--- config.mk ---
export PLATFORM = sky130hd
export DESIGN_NAME = lcd_frame_writer_flat
export DESIGN_NICKNAME = d
export VERILOG_FILES = /design/src/rtl/lcd_frame_writer_pkg.sv /design/src/rtl/lcd_frame_writer_if.sv /design/src/rtl/lcd_nibble_tx.sv /design/src/rtl/lcd_frame_writer.sv /design/src/flat_wrapper.sv
export SDC_FILE = /design/constraint.sdc
export NUM_CORES = 1
export LEC_CHECK = 0
export CORE_MARGIN = 2
export CORE_UTILIZATION = 40
export DETAILED_ROUTE_END_ITERATION = 8
export PLACE_DENSITY = 0.66
export SLEW_MARGIN = 30
export SYNTH_ARGS = -nofsm -noshare
export SYNTH_HDL_FRONTEND = slang
export SYNTH_SLANG_ARGS = --single-unit
--- constraint.sdc ---
create_clock -name CCLK -period 6.1 [get_ports CCLK]
set_clock_uncertainty 0.2 [all_clocks]
set_input_delay 1.22 -clock CCLK [delete_from_list [all_inputs] [get_ports CCLK]]
set_output_delay 1.22 -clock CCLK [all_outputs]
set_load 0.02 [all_outputs]
--- src/rtl/lcd_frame_writer_pkg.sv ---
// ---------------------------------------------------------------------------
// lcd_frame_writer_pkg
// Shared definitions for the character-LCD frame writer:
//   - display string width and wait-counter type
//   - HD44780 command bytes used by the init/config/refresh sequences
//   - frame sequencer state codes
//   - helpers: configuration command lookup and character extraction
// ---------------------------------------------------------------------------
package lcd_frame_writer_pkg;

   localparam int STR_W  = 256;   // 32 chars x 8 bits
   localparam int WAIT_W = 20;    // wide enough for the power-on wait

   typedef logic [WAIT_W-1:0] wait_t;

   // HD44780 commands
   localparam logic [7:0] CMD_FUNC_SET = 8'h28;   // 4-bit bus, 2 lines, 5x8 font
   localparam logic [7:0] CMD_ENTRY    = 8'h06;   // increment, no shift
   localparam logic [7:0] CMD_DISP_ON  = 8'h0C;   // display on, cursor off
   localparam logic [7:0] CMD_CLEAR    = 8'h01;   // clear display (slow command)
   localparam logic [7:0] CMD_LINE1    = 8'h80;   // DDRAM address 0x00
   localparam logic [7:0] CMD_LINE2    = 8'hC0;   // DDRAM address 0x40

   // Init nibbles are sent as the high nibble of these bytes
   localparam logic [7:0] INIT_WAKE    = 8'h30;
   localparam logic [7:0] INIT_4BIT    = 8'h20;

   // Frame sequencer states
   typedef logic [2:0] fsm_state_t;
   localparam fsm_state_t ST_PWR_WAIT = 3'd0;
   localparam fsm_state_t ST_INIT     = 3'd1;
   localparam fsm_state_t ST_CFG      = 3'd2;
   localparam fsm_state_t ST_IDLE     = 3'd3;
   localparam fsm_state_t ST_ADDR1    = 3'd4;
   localparam fsm_state_t ST_LINE1    = 3'd5;
   localparam fsm_state_t ST_ADDR2    = 3'd6;
   localparam fsm_state_t ST_LINE2    = 3'd7;

   // Configuration byte for step 0..3 of the CFG phase
   function automatic logic [7:0] cfg_cmd(input logic [1:0] step);
      logic [7:0] cmd;
      case (step)
         2'd0:    cmd = CMD_FUNC_SET;
         2'd1:    cmd = CMD_ENTRY;
         2'd2:    cmd = CMD_DISP_ON;
         default: cmd = CMD_CLEAR;
      endcase
      return cmd;
   endfunction

   // Character at (line, col); line 1 col 0 lives in the top byte.
   // Linear position p = {line2, col}; its byte sits at bit 8*(31-p),
   // and 31-p is simply ~p for a 5-bit p.
   function automatic logic [7:0] char_at(input logic [STR_W-1:0] s,
                                          input logic             line2,
                                          input logic [3:0]       col);
      logic [4:0] pos;
      pos = {line2, col};
      return s[{~pos, 3'b000} +: 8];
   endfunction

endpackage

--- src/rtl/lcd_frame_writer_if.sv ---
// ---------------------------------------------------------------------------
// lcd_frame_writer_if
// Bundles the string/refresh inputs, the ready status and the LCD pins.
//   strdata  : 32-char display string (line 1 col 0 in [255:248])
//   cls      : refresh request
//   ready    : writer idle and able to start a frame immediately
//   lcd_rs/lcd_rw/lcd_e/lcd_dat : HD44780 4-bit bus
// Modports: master = string builder / pin observer, slave = the writer.
// ---------------------------------------------------------------------------
interface lcd_frame_writer_if;
   import lcd_frame_writer_pkg::*;

   logic [STR_W-1:0] strdata;
   logic             cls;
   logic             ready;
   logic             lcd_rs;
   logic             lcd_rw;
   logic             lcd_e;
   logic [3:0]       lcd_dat;

   modport master (output strdata, cls,
                   input  ready, lcd_rs, lcd_rw, lcd_e, lcd_dat);

   modport slave  (input  strdata, cls,
                   output ready, lcd_rs, lcd_rw, lcd_e, lcd_dat);

endinterface

--- src/rtl/lcd_nibble_tx.sv ---
// ---------------------------------------------------------------------------
// lcd_nibble_tx
// Sends one byte (two nibbles) or a single nibble to the LCD with bus timing:
//   data/rs valid 2 cycles before E rises, E high T_EHI cycles, data/rs held
//   2 cycles after E falls, T_NIB cycles between the two nibbles of a byte,
//   then post_wait cycles before done.
// Ports:
//   CCLK, rst      clock, asynchronous active-low reset
//   start          accept a transfer (only honoured while idle)
//   rs             register select for the transfer
//   data_byte      byte to send; single-nibble mode sends data_byte[7:4]
//   single_nibble  send only the high nibble
//   post_wait      cycles to wait after the last nibble
//   done           one-cycle pulse when the transfer and post-wait finish
//   lcd_rs, lcd_e, lcd_dat   LCD pins
// ---------------------------------------------------------------------------
module lcd_nibble_tx
   import lcd_frame_writer_pkg::*;
#(
   parameter int T_NIB = 50,
   parameter int T_EHI = 12
) (
   input  logic       CCLK,
   input  logic       rst,
   input  logic       start,
   input  logic       rs,
   input  logic [7:0] data_byte,
   input  logic       single_nibble,
   input  wait_t      post_wait,
   output logic       done,
   output logic       lcd_rs,
   output logic       lcd_e,
   output logic [3:0] lcd_dat
);

   localparam logic [2:0] PH_IDLE  = 3'd0;
   localparam logic [2:0] PH_SETUP = 3'd1;
   localparam logic [2:0] PH_EHI   = 3'd2;
   localparam logic [2:0] PH_HOLD  = 3'd3;
   localparam logic [2:0] PH_GAP   = 3'd4;
   localparam logic [2:0] PH_POST  = 3'd5;

   localparam wait_t EHI_LAST = wait_t'(T_EHI - 1);
   localparam wait_t NIB_LAST = wait_t'(T_NIB - 1);
   localparam wait_t TWO_LAST = wait_t'(1);

   logic [2:0] phase_reg;
   wait_t      cnt_reg;
   wait_t      post_reg;
   logic [3:0] lo_reg;
   logic       second_reg;   // low nibble still to send

   always_ff @(posedge CCLK or negedge rst) begin
      if (!rst) begin
         phase_reg  <= PH_IDLE;
         cnt_reg    <= '0;
         post_reg   <= '0;
         lo_reg     <= 4'h0;
         second_reg <= 1'b0;
         done       <= 1'b0;
         lcd_rs     <= 1'b0;
         lcd_e      <= 1'b0;
         lcd_dat    <= 4'h0;
      end else begin
         done <= 1'b0;
         case (phase_reg)
            PH_IDLE: begin
               if (start) begin
                  lcd_rs     <= rs;
                  lcd_dat    <= data_byte[7:4];
                  lo_reg     <= data_byte[3:0];
                  second_reg <= !single_nibble;
                  post_reg   <= post_wait;
                  cnt_reg    <= TWO_LAST;
                  phase_reg  <= PH_SETUP;
               end
            end
            PH_SETUP: begin
               if (cnt_reg == '0) begin
                  lcd_e     <= 1'b1;
                  cnt_reg   <= EHI_LAST;
                  phase_reg <= PH_EHI;
               end else begin
                  cnt_reg <= cnt_reg - wait_t'(1);
               end
            end
            PH_EHI: begin
               if (cnt_reg == '0) begin
                  lcd_e     <= 1'b0;
                  cnt_reg   <= TWO_LAST;
                  phase_reg <= PH_HOLD;
               end else begin
                  cnt_reg <= cnt_reg - wait_t'(1);
               end
            end
            PH_HOLD: begin
               if (cnt_reg == '0) begin
                  if (second_reg) begin
                     second_reg <= 1'b0;
                     cnt_reg    <= NIB_LAST;
                     phase_reg  <= PH_GAP;
                  end else if (post_reg == '0) begin
                     done      <= 1'b1;
                     phase_reg <= PH_IDLE;
                  end else begin
                     cnt_reg   <= post_reg - wait_t'(1);
                     phase_reg <= PH_POST;
                  end
               end else begin
                  cnt_reg <= cnt_reg - wait_t'(1);
               end
            end
            PH_GAP: begin
               // Low nibble goes out at the end of the gap, then gets its
               // own 2-cycle setup before E.
               if (cnt_reg == '0) begin
                  lcd_dat   <= lo_reg;
                  cnt_reg   <= TWO_LAST;
                  phase_reg <= PH_SETUP;
               end else begin
                  cnt_reg <= cnt_reg - wait_t'(1);
               end
            end
            PH_POST: begin
               if (cnt_reg == '0) begin
                  done      <= 1'b1;
                  phase_reg <= PH_IDLE;
               end else begin
                  cnt_reg <= cnt_reg - wait_t'(1);
               end
            end
            default: phase_reg <= PH_IDLE;
         endcase
      end
   end

endmodule

--- src/rtl/lcd_frame_writer.sv ---
// ---------------------------------------------------------------------------
// lcd_frame_writer
// Drives an HD44780 character LCD in 4-bit mode: power-on wait, init
// nibbles, configuration bytes, then a full two-line refresh whenever one
// is requested. Byte timing is delegated to lcd_nibble_tx; this module only
// sequences what is sent.
// Ports:
//   CCLK   system clock
//   rst    asynchronous reset, active-low
//   bus    slave side of lcd_frame_writer_if (strdata, cls, ready, LCD pins)
// ---------------------------------------------------------------------------
module lcd_frame_writer
   import lcd_frame_writer_pkg::*;
#(
   parameter int T_PWRON = 750000,
   parameter int T_INIT1 = 205000,
   parameter int T_INIT2 = 5000,
   parameter int T_CMD   = 2000,
   parameter int T_CLR   = 82000,
   parameter int T_NIB   = 50,
   parameter int T_EHI   = 12
) (
   input  logic              CCLK,
   input  logic              rst,
   lcd_frame_writer_if.slave bus
);

   localparam wait_t PWRON_LAST = wait_t'(T_PWRON - 1);

   fsm_state_t       state_reg;
   logic [4:0]       idx_reg;       // init step, config step or character column
   wait_t            wait_reg;
   logic             issued_reg;    // current step handed to the transmitter
   logic             pending_reg;   // refresh requested but not yet captured
   logic             ready_reg;
   logic [STR_W-1:0] shadow_reg;    // snapshot being displayed

   logic             sending;
   logic             tx_start;
   logic             tx_rs;
   logic             tx_single;
   logic [7:0]       tx_byte;
   wait_t            tx_post;
   logic             tx_done;

   // What the current step sends
   always_comb begin
      sending   = (state_reg != ST_PWR_WAIT) && (state_reg != ST_IDLE);
      tx_start  = sending && !issued_reg;
      tx_rs     = 1'b0;
      tx_single = 1'b0;
      tx_byte   = 8'h00;
      tx_post   = wait_t'(T_CMD);
      case (state_reg)
         ST_INIT: begin
            tx_single = 1'b1;
            tx_byte   = (idx_reg == 5'd3) ? INIT_4BIT : INIT_WAKE;
            if (idx_reg == 5'd0)
               tx_post = wait_t'(T_INIT1);
            else if (idx_reg == 5'd1)
               tx_post = wait_t'(T_INIT2);
         end
         ST_CFG:   tx_byte = cfg_cmd(idx_reg[1:0]);
         ST_ADDR1: tx_byte = CMD_LINE1;
         ST_LINE1: begin
            tx_rs   = 1'b1;
            tx_byte = char_at(shadow_reg, 1'b0, idx_reg[3:0]);
         end
         ST_ADDR2: tx_byte = CMD_LINE2;
         ST_LINE2: begin
            tx_rs   = 1'b1;
            tx_byte = char_at(shadow_reg, 1'b1, idx_reg[3:0]);
         end
         default: ;
      endcase
      // Clear display is the one slow command
      if (!tx_rs && !tx_single && tx_byte == CMD_CLEAR)
         tx_post = wait_t'(T_CLR);
   end

   always_ff @(posedge CCLK or negedge rst) begin
      if (!rst) begin
         state_reg   <= ST_PWR_WAIT;
         idx_reg     <= 5'd0;
         wait_reg    <= '0;
         issued_reg  <= 1'b0;
         pending_reg <= 1'b1;
         ready_reg   <= 1'b0;
         shadow_reg  <= '0;
      end else begin
         // Any request seen outside a capture is remembered; the IDLE
         // capture below overrides this when it consumes the request.
         if (bus.cls)
            pending_reg <= 1'b1;

         if (tx_start)
            issued_reg <= 1'b1;
         else if (tx_done)
            issued_reg <= 1'b0;

         case (state_reg)
            ST_PWR_WAIT: begin
               if (wait_reg == PWRON_LAST) begin
                  wait_reg  <= '0;
                  idx_reg   <= 5'd0;
                  state_reg <= ST_INIT;
               end else begin
                  wait_reg <= wait_reg + wait_t'(1);
               end
            end
            ST_INIT: begin
               if (tx_done) begin
                  if (idx_reg == 5'd3) begin
                     idx_reg   <= 5'd0;
                     state_reg <= ST_CFG;
                  end else begin
                     idx_reg <= idx_reg + 5'd1;
                  end
               end
            end
            ST_CFG: begin
               if (tx_done) begin
                  if (idx_reg == 5'd3) begin
                     idx_reg   <= 5'd0;
                     ready_reg <= 1'b1;
                     state_reg <= ST_IDLE;
                  end else begin
                     idx_reg <= idx_reg + 5'd1;
                  end
               end
            end
            ST_IDLE: begin
               if (pending_reg || bus.cls) begin
                  shadow_reg  <= bus.strdata;
                  pending_reg <= 1'b0;
                  ready_reg   <= 1'b0;
                  state_reg   <= ST_ADDR1;
               end
            end
            ST_ADDR1: begin
               if (tx_done)
                  state_reg <= ST_LINE1;
            end
            ST_LINE1: begin
               if (tx_done) begin
                  if (idx_reg == 5'd15) begin
                     idx_reg   <= 5'd0;
                     state_reg <= ST_ADDR2;
                  end else begin
                     idx_reg <= idx_reg + 5'd1;
                  end
               end
            end
            ST_ADDR2: begin
               if (tx_done)
                  state_reg <= ST_LINE2;
            end
            ST_LINE2: begin
               if (tx_done) begin
                  if (idx_reg == 5'd15) begin
                     idx_reg   <= 5'd0;
                     ready_reg <= 1'b1;
                     state_reg <= ST_IDLE;
                  end else begin
                     idx_reg <= idx_reg + 5'd1;
                  end
               end
            end
            default: state_reg <= ST_PWR_WAIT;
         endcase
      end
   end

   lcd_nibble_tx #(
      .T_NIB (T_NIB),
      .T_EHI (T_EHI)
   ) u_tx (
      .CCLK          (CCLK),
      .rst           (rst),
      .start         (tx_start),
      .rs            (tx_rs),
      .data_byte     (tx_byte),
      .single_nibble (tx_single),
      .post_wait     (tx_post),
      .done          (tx_done),
      .lcd_rs        (bus.lcd_rs),
      .lcd_e         (bus.lcd_e),
      .lcd_dat       (bus.lcd_dat)
   );

   assign bus.lcd_rw = 1'b0;
   assign bus.ready  = ready_reg;

endmodule

--- src/flat_wrapper.sv ---
// flat-port wrapper written by rule: the top's interface ports become plain ports
module lcd_frame_writer_flat import lcd_frame_writer_pkg::*;
#(
   parameter int T_PWRON = 750000,
   parameter int T_INIT1 = 205000,
   parameter int T_INIT2 = 5000,
   parameter int T_CMD   = 2000,
   parameter int T_CLR   = 82000,
   parameter int T_NIB   = 50,
   parameter int T_EHI   = 12
)
  (CCLK, rst, bus_strdata, bus_cls, bus_ready, bus_lcd_rs, bus_lcd_rw, bus_lcd_e, bus_lcd_dat);
  lcd_frame_writer_if bus_i ();
  input  logic CCLK;
  input  logic rst;
  input wire logic [$bits(bus_i.strdata)-1:0] bus_strdata;
  input wire logic [$bits(bus_i.cls)-1:0] bus_cls;
  output wire logic [$bits(bus_i.ready)-1:0] bus_ready;
  output wire logic [$bits(bus_i.lcd_rs)-1:0] bus_lcd_rs;
  output wire logic [$bits(bus_i.lcd_rw)-1:0] bus_lcd_rw;
  output wire logic [$bits(bus_i.lcd_e)-1:0] bus_lcd_e;
  output wire logic [$bits(bus_i.lcd_dat)-1:0] bus_lcd_dat;
  assign bus_i.strdata = bus_strdata;
  assign bus_i.cls = bus_cls;
  assign bus_ready = bus_i.ready;
  assign bus_lcd_rs = bus_i.lcd_rs;
  assign bus_lcd_rw = bus_i.lcd_rw;
  assign bus_lcd_e = bus_i.lcd_e;
  assign bus_lcd_dat = bus_i.lcd_dat;
  lcd_frame_writer #(.T_PWRON(T_PWRON), .T_INIT1(T_INIT1), .T_INIT2(T_INIT2), .T_CMD(T_CMD), .T_CLR(T_CLR), .T_NIB(T_NIB), .T_EHI(T_EHI)) u_core (.CCLK(CCLK), .rst(rst), .bus(bus_i));
endmodule
==> metrics.md, run 1 <==
| Metric | Value |
|---|---|
| Status | `finished clean` |
| Total CTS buffers | `39` |
| Synth Area in XOR/XNOR | `less than 1%` |
| CTS tree | `yes` |
| Seq/Total Area, Yosys | `50.39%` |
| Detailed Place HPWL | `33,710 um` |
| Post-Syn Instances | `about 1.8k` |
| CP max-delay cell | `dfrtp_4` |
| Root Driver | `clkbuf_16` |
| Die X | `207.0 um` |
| Max incr delay on CP | `between 0.6 and 0.7 ns` |
| Area delta synth->final | `25.46%` |
| Post-synthesis mux area share | `a little over 10%` |
| Final WL | `47,980 um` |
| Simple-Gate Fraction of Synth Area | `25.83%` |
| Unique cell type count in the Yosys netlist | `86` |
| Final TNS setup | `0 ns` |
| Worst setup SP type | `register` |
| Port Buf Inserts | `around 270` |
| Worst EP required | `around 6.4 ns` |
| Final hold violations | `0` |
| DRC Markers | `0` |
| Starting DRT DRC Count | `~1.3k` |
| CTS Hold Bufs | `0` |
| GR Layer Usage met1 | `a little under a third` |
| Leak Pwr | `around 0.0096 uW` |
| TritonCTS Sinks | `332` |
| Via-to-Cell Ratio | `5.327` |
| Crit path max fanout | `36` |
| Routed WL per cell | `18.53 um` |
| Via Count | `around 14k` |
| Synth Area in Compound Gates | `8.005%` |
| H-Tree Depth | `2` |
| Cell breakdown of the critical path | `buf_4, ha_1, nor4b_2, inv_1, a21oi_1, nand4b_1, a311oi_2, a221o_1` |
| Mapped Area | `16,490 um2` |
| Yosys warning count | `0` |
| # setup viols final | `0` |
| Async SR Flop Fraction | `100.0%` |
| Largest family of logic cells by synthesized area | `simple AND/OR/NAND/NOR gates` |
| Flops & latches, synth | `332` |
| Share of cells above drive strength 1 | `7.341%` |
| Slew HR | `~45%` |
| Post-CTS Resized | `0` |
| Final nets | `2,305` |
| Clk buf depth | `3` |
| Crit path time final | `roughly 3.4 ns` |
| Max_cap viols | `0` |
| Pin count of the biggest net entering global routing | `about 150` |
| First-pass GRT wire length | `76,890 um` |
| Max-slew violations | `0` |
| Met2 Use GR | `35.07%` |
| Worst min path class | `reg2reg` |
| Initial core utilization | `40.48%` |
| Final ANT Viol Nets | `0` |
| Post-synth top flop | `dfrtp_1` |
| CP Buf/Inv Count | `2` |
| Largest register FFs | `approximately 260` |
| Post-Synth Adder-Cell Area | `0.9863%` |
| CP arrival | `3.71 ns` |
| Mean Syn Cell Area | `9.081 um2` |
| Worst Setup End Kind | `register` |
| CTS clock-pin slew for the worst setup and hold paths | `around 0.06 ns` |
| Crit Path Class | `reg2reg` |
| Tot Pwr | `8520 uW` |
| Busiest grt layer | `met2` |
| Initial antenna violation count | `2` |
| Pwr/cell area | `411.8 nW/um2` |
| Total core area | `40,740 um2` |
| I/O pin count | `267` |
| Worst slew pin tran | `0.8196 ns` |
| Met3 usage | `3.578%` |
| Area of the die | `42,870 um2` |
| Std cell rows | `74` |
| Clk_lat worst skew | `0.55 ns` |
| CP top delay family | `compound AO/OA/AOI/OAI gates` |
| RSZ-0062 raised after global routing | `false` |
| GR Overflow Total | `0` |
| Tcrit/Tclk final | `a little under three fifths` |
| Chip height | `207.0 um` |
| Vias in the first global route | `13.94k` |
| Max Fclk | `291.6 MHz` |
| Global Route Usage Sum | `22.44%` |
| Max VDD drop | `0.2016 mV` |
| EDFF count, synth | `0` |
| DR pass1 iterations | `5` |
| Setup Fix Bufs, Post-CTS | `0` |
| Syn Nets | `2,088` |
| GPL Wtd Cong | `slightly below 0.9` |
## power breakdown
group,total [uW],internal (uW),switching (uW)
combinational,2670,1140,1530
clock,2160,1240,922
sequential,3690,3090,598
## cell type report
class | count | area (um2)
diodes | 1 | 2.502
clock buffers | 52 | 1075
clock inverters | 13 | 95.09
fillers | 3790 | 20050
inverters | 27 | 101.3
multi-input cells | 1352 | 7574
flip-flops and latches | 332 | 8318
well taps | 532 | 665.6
repair buffers | 281 | 2859
## Yosys cell counts, types with 9 or more instances
cell | count | area share (%)
nor4_1 | 9 | 0.34
a21oi_1 | 37 | 1.1
nor2b_1 | 11 | 0.42
clkbuf_1 | 63 | 1.4
nand2b_1 | 12 | 0.46
nand3_1 | 21 | 0.64
nand2_1 | 838 | 19
o31ai_1 | 9 | 0.41
nor3_1 | 28 | 0.85
o21ai_0 | 55 | 1.7
xnor2_1 | 11 | 0.58
dfrtp_1 | 331 | 50
mux4_2 | 53 | 7.2
buf_6 | 9 | 0.61
a22oi_1 | 14 | 0.64
ha_1 | 13 | 0.99
buf_2 | 23 | 0.70
inv_1 | 24 | 0.55
mux2i_1 | 37 | 2.2
nor2_1 | 54 | 1.2
## routing by layer
layer / part of all wire [%] / up-vias / routed length [um]
met2: 46 / 461 / 22170
met4: 3.7 / 2 / 1784
li1: - / 6500 / -
met5: 0.019 / - / 9
met3: 5.8 / 92 / 2797
met1: 44 / 6741 / 21220
## worst reg2reg max path: stages, from the launching register on
cell and delay (ns):
dfrtp_4 0.69, buf_4 0.63, ha_1 0.34, nor4b_2 0.49, inv_1 0.12, a21oi_1 0.20, nand4b_1 0.16, a311oi_2 0.38
a221o_1 0.18
## worst paths after layout
path,endpoint,from,slack (ns),cells past startpoint
min in group asynchronous,u_core.shadow_reg[236],rst,0.48,1
hold / removal,u_core.shadow_reg[27],u_core.shadow_reg[27],0.27,2
setup reg to reg,u_core.u_tx.post_reg[16],u_core.idx_reg[0],2.67,8
max in group asynchronous,u_core.shadow_reg[135],rst,4.02,2
setup / recovery,u_core.u_tx.post_reg[16],u_core.idx_reg[0],2.67,8
hold reg to reg,u_core.shadow_reg[27],u_core.shadow_reg[27],0.27,2
## through the flow
stage               hold slack, ns  setup slack, ns  util [%]  area [um2]  std cells
floorplan                   0.2373            3.379         -       16490       1816
detailed placement          0.2569            2.406     47.90       19510       2524
CTS                         0.2714            2.660     50.77       20680       2589
finish                      0.2653            2.671     50.79       20690       2590
global placement            0.2510            2.503     47.76       19460       2522
global route                0.2849            2.367     50.79       20690       2590
## cells by family after synthesis
logic type      count (synthesis)
compound gates                198
buf+inv                       132
flops                         332
xor+xnor                       16
mux                            94
fa+ha+maj                      13
other cells                     1
simple gates                 1030
## cell usage in the layout, fill, tap and decap left out, types with 21 or more instances in the layout
cell / n
a21oi_1: 37
inv_1: 24
mux2i_1: 37
nor2_1: 53
nand2_1: 838
nand3_1: 21
mux4_2: 53
clkbuf_16: 39
o21ai_0: 55
dfrtp_1: 328
nor3_1: 27
clkdlybuf4s50_1: 264
(Power assumes the default switching activity.)
==> run 2: changes to the inputs <==
--- a/config.mk
+++ b/config.mk
@@ -8,7 +8,7 @@
 export CORE_MARGIN = 2
 export CORE_UTILIZATION = 40
 export DETAILED_ROUTE_END_ITERATION = 8
-export PLACE_DENSITY = 0.66
+export PLACE_DENSITY = 0.68
 export SLEW_MARGIN = 30
 export SYNTH_ARGS = -nofsm -noshare
 export SYNTH_HDL_FRONTEND = slang
==> constraint.sdc (replaced) <==
create_clock -name CCLK -period 3.1 [get_ports CCLK]
set_clock_uncertainty 0.2 [all_clocks]
set_input_delay 0.62 -clock CCLK [delete_from_list [all_inputs] [get_ports CCLK]]
set_output_delay 0.62 -clock CCLK [all_outputs]
set_load 0.02 [all_outputs]
==> run 2 against run 1 <==
Routed wire length up 1.3%. Design area grew 2.5%. Setup slack got worse by 2.3 ns. Combinational power grew 110%. Critical path type unchanged. Largest cell class unchanged.
==> metrics.md, run 2 (same netlist as run 1, synthesis figures left out) <==
| Metric | Value |
|---|---|
| Status | `finished clean (unchanged)` |
| DR pass1 iterations | `8 (was 5)` |
| Worst r2r src | `u_core.idx_reg[1] (was u_core.idx_reg[0])` |
| Root Driver | `clkbuf_16 (unchanged)` |
| Critical Path End | `u_core.u_tx.post_reg[9] (was u_core.u_tx.post_reg[16])` |
| CP Launch Point | `u_core.idx_reg[1] (was u_core.idx_reg[0])` |
| Worst setup SP type | `register (unchanged)` |
| GR Overflow Total | `0 (unchanged)` |
| Chip height | `207.0 um (unchanged)` |
| Clk buf depth | `3 (unchanged)` |
| # setup viols final | `0 (unchanged)` |
| H-Tree Depth | `2 (unchanged)` |
| Most common cell after layout, fill and taps aside | `nand2_1 (unchanged)` |
| Area delta synth->final | `28.62% (was 25.46%)` |
| Max-slew violations | `0 (unchanged)` |
| Layout fillers | `3,650 (was 3,790)` |
| RSZ-0062 raised after global routing | `false (unchanged)` |
| CP max-delay cell | `dfrtp_4 (unchanged)` |
| TritonCTS Sinks | `332 (unchanged)` |
| Register area | `8318 um2 (unchanged)` |
| Final Cell Area | `21,210 um2 (was 20,690 um2)` |
| Multi-input combinational cell area | `7571 um2 (was 7574 um2)` |
| Reg2reg setup slack | `0.35 ns (was 2.67 ns)` |
| I/O pin count | `267 (unchanged)` |
| Initial core utilization | `40.48% (unchanged)` |
| Crit path max fanout | `24 (was 36)` |
| Std cell rows | `74 (unchanged)` |
| Pin count of the biggest net entering global routing | `107 (was 146)` |
| Final nets | `2,345 (was 2,305)` |
| Cell breakdown of the critical path | `buf_4, mux4_2, mux2i_1, o22ai_1, nand4b_1, a311oi_2, nor2_1 (was buf_4, ha_1, nor4b_2, inv_1, a21oi_1, nand4b_1, a311oi_2, a221o_1)` |
| Global Route Usage Sum | `22.72% (was 22.44%)` |
| Detailed Place HPWL | `35,520 um (was 33,710 um)` |
| CP arrival | `2.94 ns (was 3.71 ns)` |
| Post-CTS Resized | `0 (unchanged)` |
| Tcrit/Tclk final | `88.79% (was 56.21%)` |
| Tot Pwr | `17,310 uW (was 8520 uW)` |
| Die X | `207.0 um (unchanged)` |
| First-pass GRT wire length | `78,140 um (was 76,890 um)` |
| Pwr/cell area | `816.1 nW/um2 (was 411.8 nW/um2)` |
| Starting DRT DRC Count | `1,097 (was 1,295)` |
| Slew HR | `53.99% (was 45.36%)` |
| Final core occ | `52.06% (was 50.79%)` |
| Max VDD drop | `0.3578 mV (was 0.2016 mV)` |
| Max incr delay on CP | `0.71 ns (was 0.69 ns)` |
| Max_cap viols | `0 (unchanged)` |
| Worst EP required | `3.29 ns (was 6.38 ns)` |
| Max Fclk | `363.3 MHz (was 291.6 MHz)` |
| Share of cells above drive strength 1 | `9.152% (was 7.341%)` |
| Largest register FFs | `256 (unchanged)` |
| Worst r2r dst | `u_core.u_tx.post_reg[9] (was u_core.u_tx.post_reg[16])` |
| Min Hold Slack | `0.2710 ns (was 0.2653 ns)` |
| Worst slew pin tran | `0.6902 ns (was 0.8196 ns)` |
| Worst Setup End Kind | `register (unchanged)` |
| Initial antenna violation count | `0 (was 2)` |
| Area after DPL | `19,930 um2 (was 19,510 um2)` |
| Worst Reg-to-Reg Cells | `7 (was 8)` |
| Ant diodes | `0 (was 1)` |
| Via Count | `14.04k (was 13.80k)` |
| Vias in the first global route | `14.41k (was 13.94k)` |
| Via-to-Cell Ratio | `5.340 (was 5.327)` |
| Final ANT Viol Nets | `0 (unchanged)` |
| Clk_lat worst skew | `0.54 ns (was 0.55 ns)` |
| Total CTS buffers | `36 (was 39)` |
| Final TNS setup | `0 ns (unchanged)` |
| Most frequent cells in the layout | `nand2_1, dfrtp_1, clkdlybuf4s50_1 (unchanged)` |
| Crit path time final | `2.753 ns (was 3.429 ns)` |
| Area of the die | `42,870 um2 (unchanged)` |
| Final hold violations | `0 (unchanged)` |
| GPL Wtd Cong | `0.8759 (was 0.8944)` |
| Crit Path Class | `reg2reg (unchanged)` |
| CTS clock-pin slew for the worst setup and hold paths | `0.06 ns (about the same)` |
| Worst min path class | `reg2reg (unchanged)` |
| DRC Markers | `0 (unchanged)` |
| Routed WL per cell | `18.49 um (was 18.53 um)` |
| Port Buf Inserts | `265 (unchanged)` |
| Final WL | `48,620 um (was 47,980 um)` |
| CTS tree | `yes (unchanged)` |
| Leak Pwr | `0.009877 uW (was 0.009598 uW)` |
| Total core area | `40,740 um2 (unchanged)` |
[run 2: cell type report]
class                           count  area share, %
Clock buffer                       49          4.861
Clock inverter                     14         0.9792
Inverter                           27         0.4778
Multi-Input combinational cell   1352          35.69
Sequential cell                   332          39.22
Tap cell                          532          3.138
Timing Repair Buffer              324          15.63
[run 2: how the worst min path moves through the flow]
stage / startpoint / endpoint / slack, ns / depth (start not counted)
global placement: u_core.shadow_reg[27] / u_core.shadow_reg[27] / 0.25 / 2
detailed placement: u_core.shadow_reg[87] / u_core.shadow_reg[87] / 0.26 / 2
global route: u_core.shadow_reg[110] / u_core.shadow_reg[110] / 0.29 / 2
finish: u_core.shadow_reg[173] / u_core.shadow_reg[173] / 0.27 / 2
floorplan: rst / u_core.bus.ready / 0.12 / 0
CTS: u_core.shadow_reg[87] / u_core.shadow_reg[87] / 0.27 / 2
[run 2: report_power, final]
part	internal [uW]	switching, uW	total (uW)
sequential	6080	1150	7230
clock	2750	1770	4530
combinational	2390	3160	5550
[run 2: worst max-delay path, delay by kind of cell (launching register included)]
kind,cells,cell delay (ns)
flip-flops,1,0.71
AO/OA/AOI/OAI,2,0.51
multiplexers,2,0.50
buffers and inverters,1,0.36
AND/OR/NAND/NOR,2,0.34
[run 2: per-stage QoR]
stage	std cells	setup slack [ns]
finish	2630	0.3474
floorplan	1816	0.3793
detailed placement	2563	0.2034
global placement	2563	0.2879
global route	2630	0.1565
CTS	2627	0.1669
[run 2: what timing repair did]
action,CTS,global route
hold buffers,1,0
endpoints found under the hold margin,67,0
setup buffers,0,3
setup endpoints to repair,0,1
[run 2: metal layers]
layer  vias up  wire, um  global-route usage (%)
met3        97      2894                   3.639
li1       6580         -                       -
met5         -         0                       0
met2       475     23260                   37.40
met4         0      1695                   8.030
met1      6892     20770                   30.56
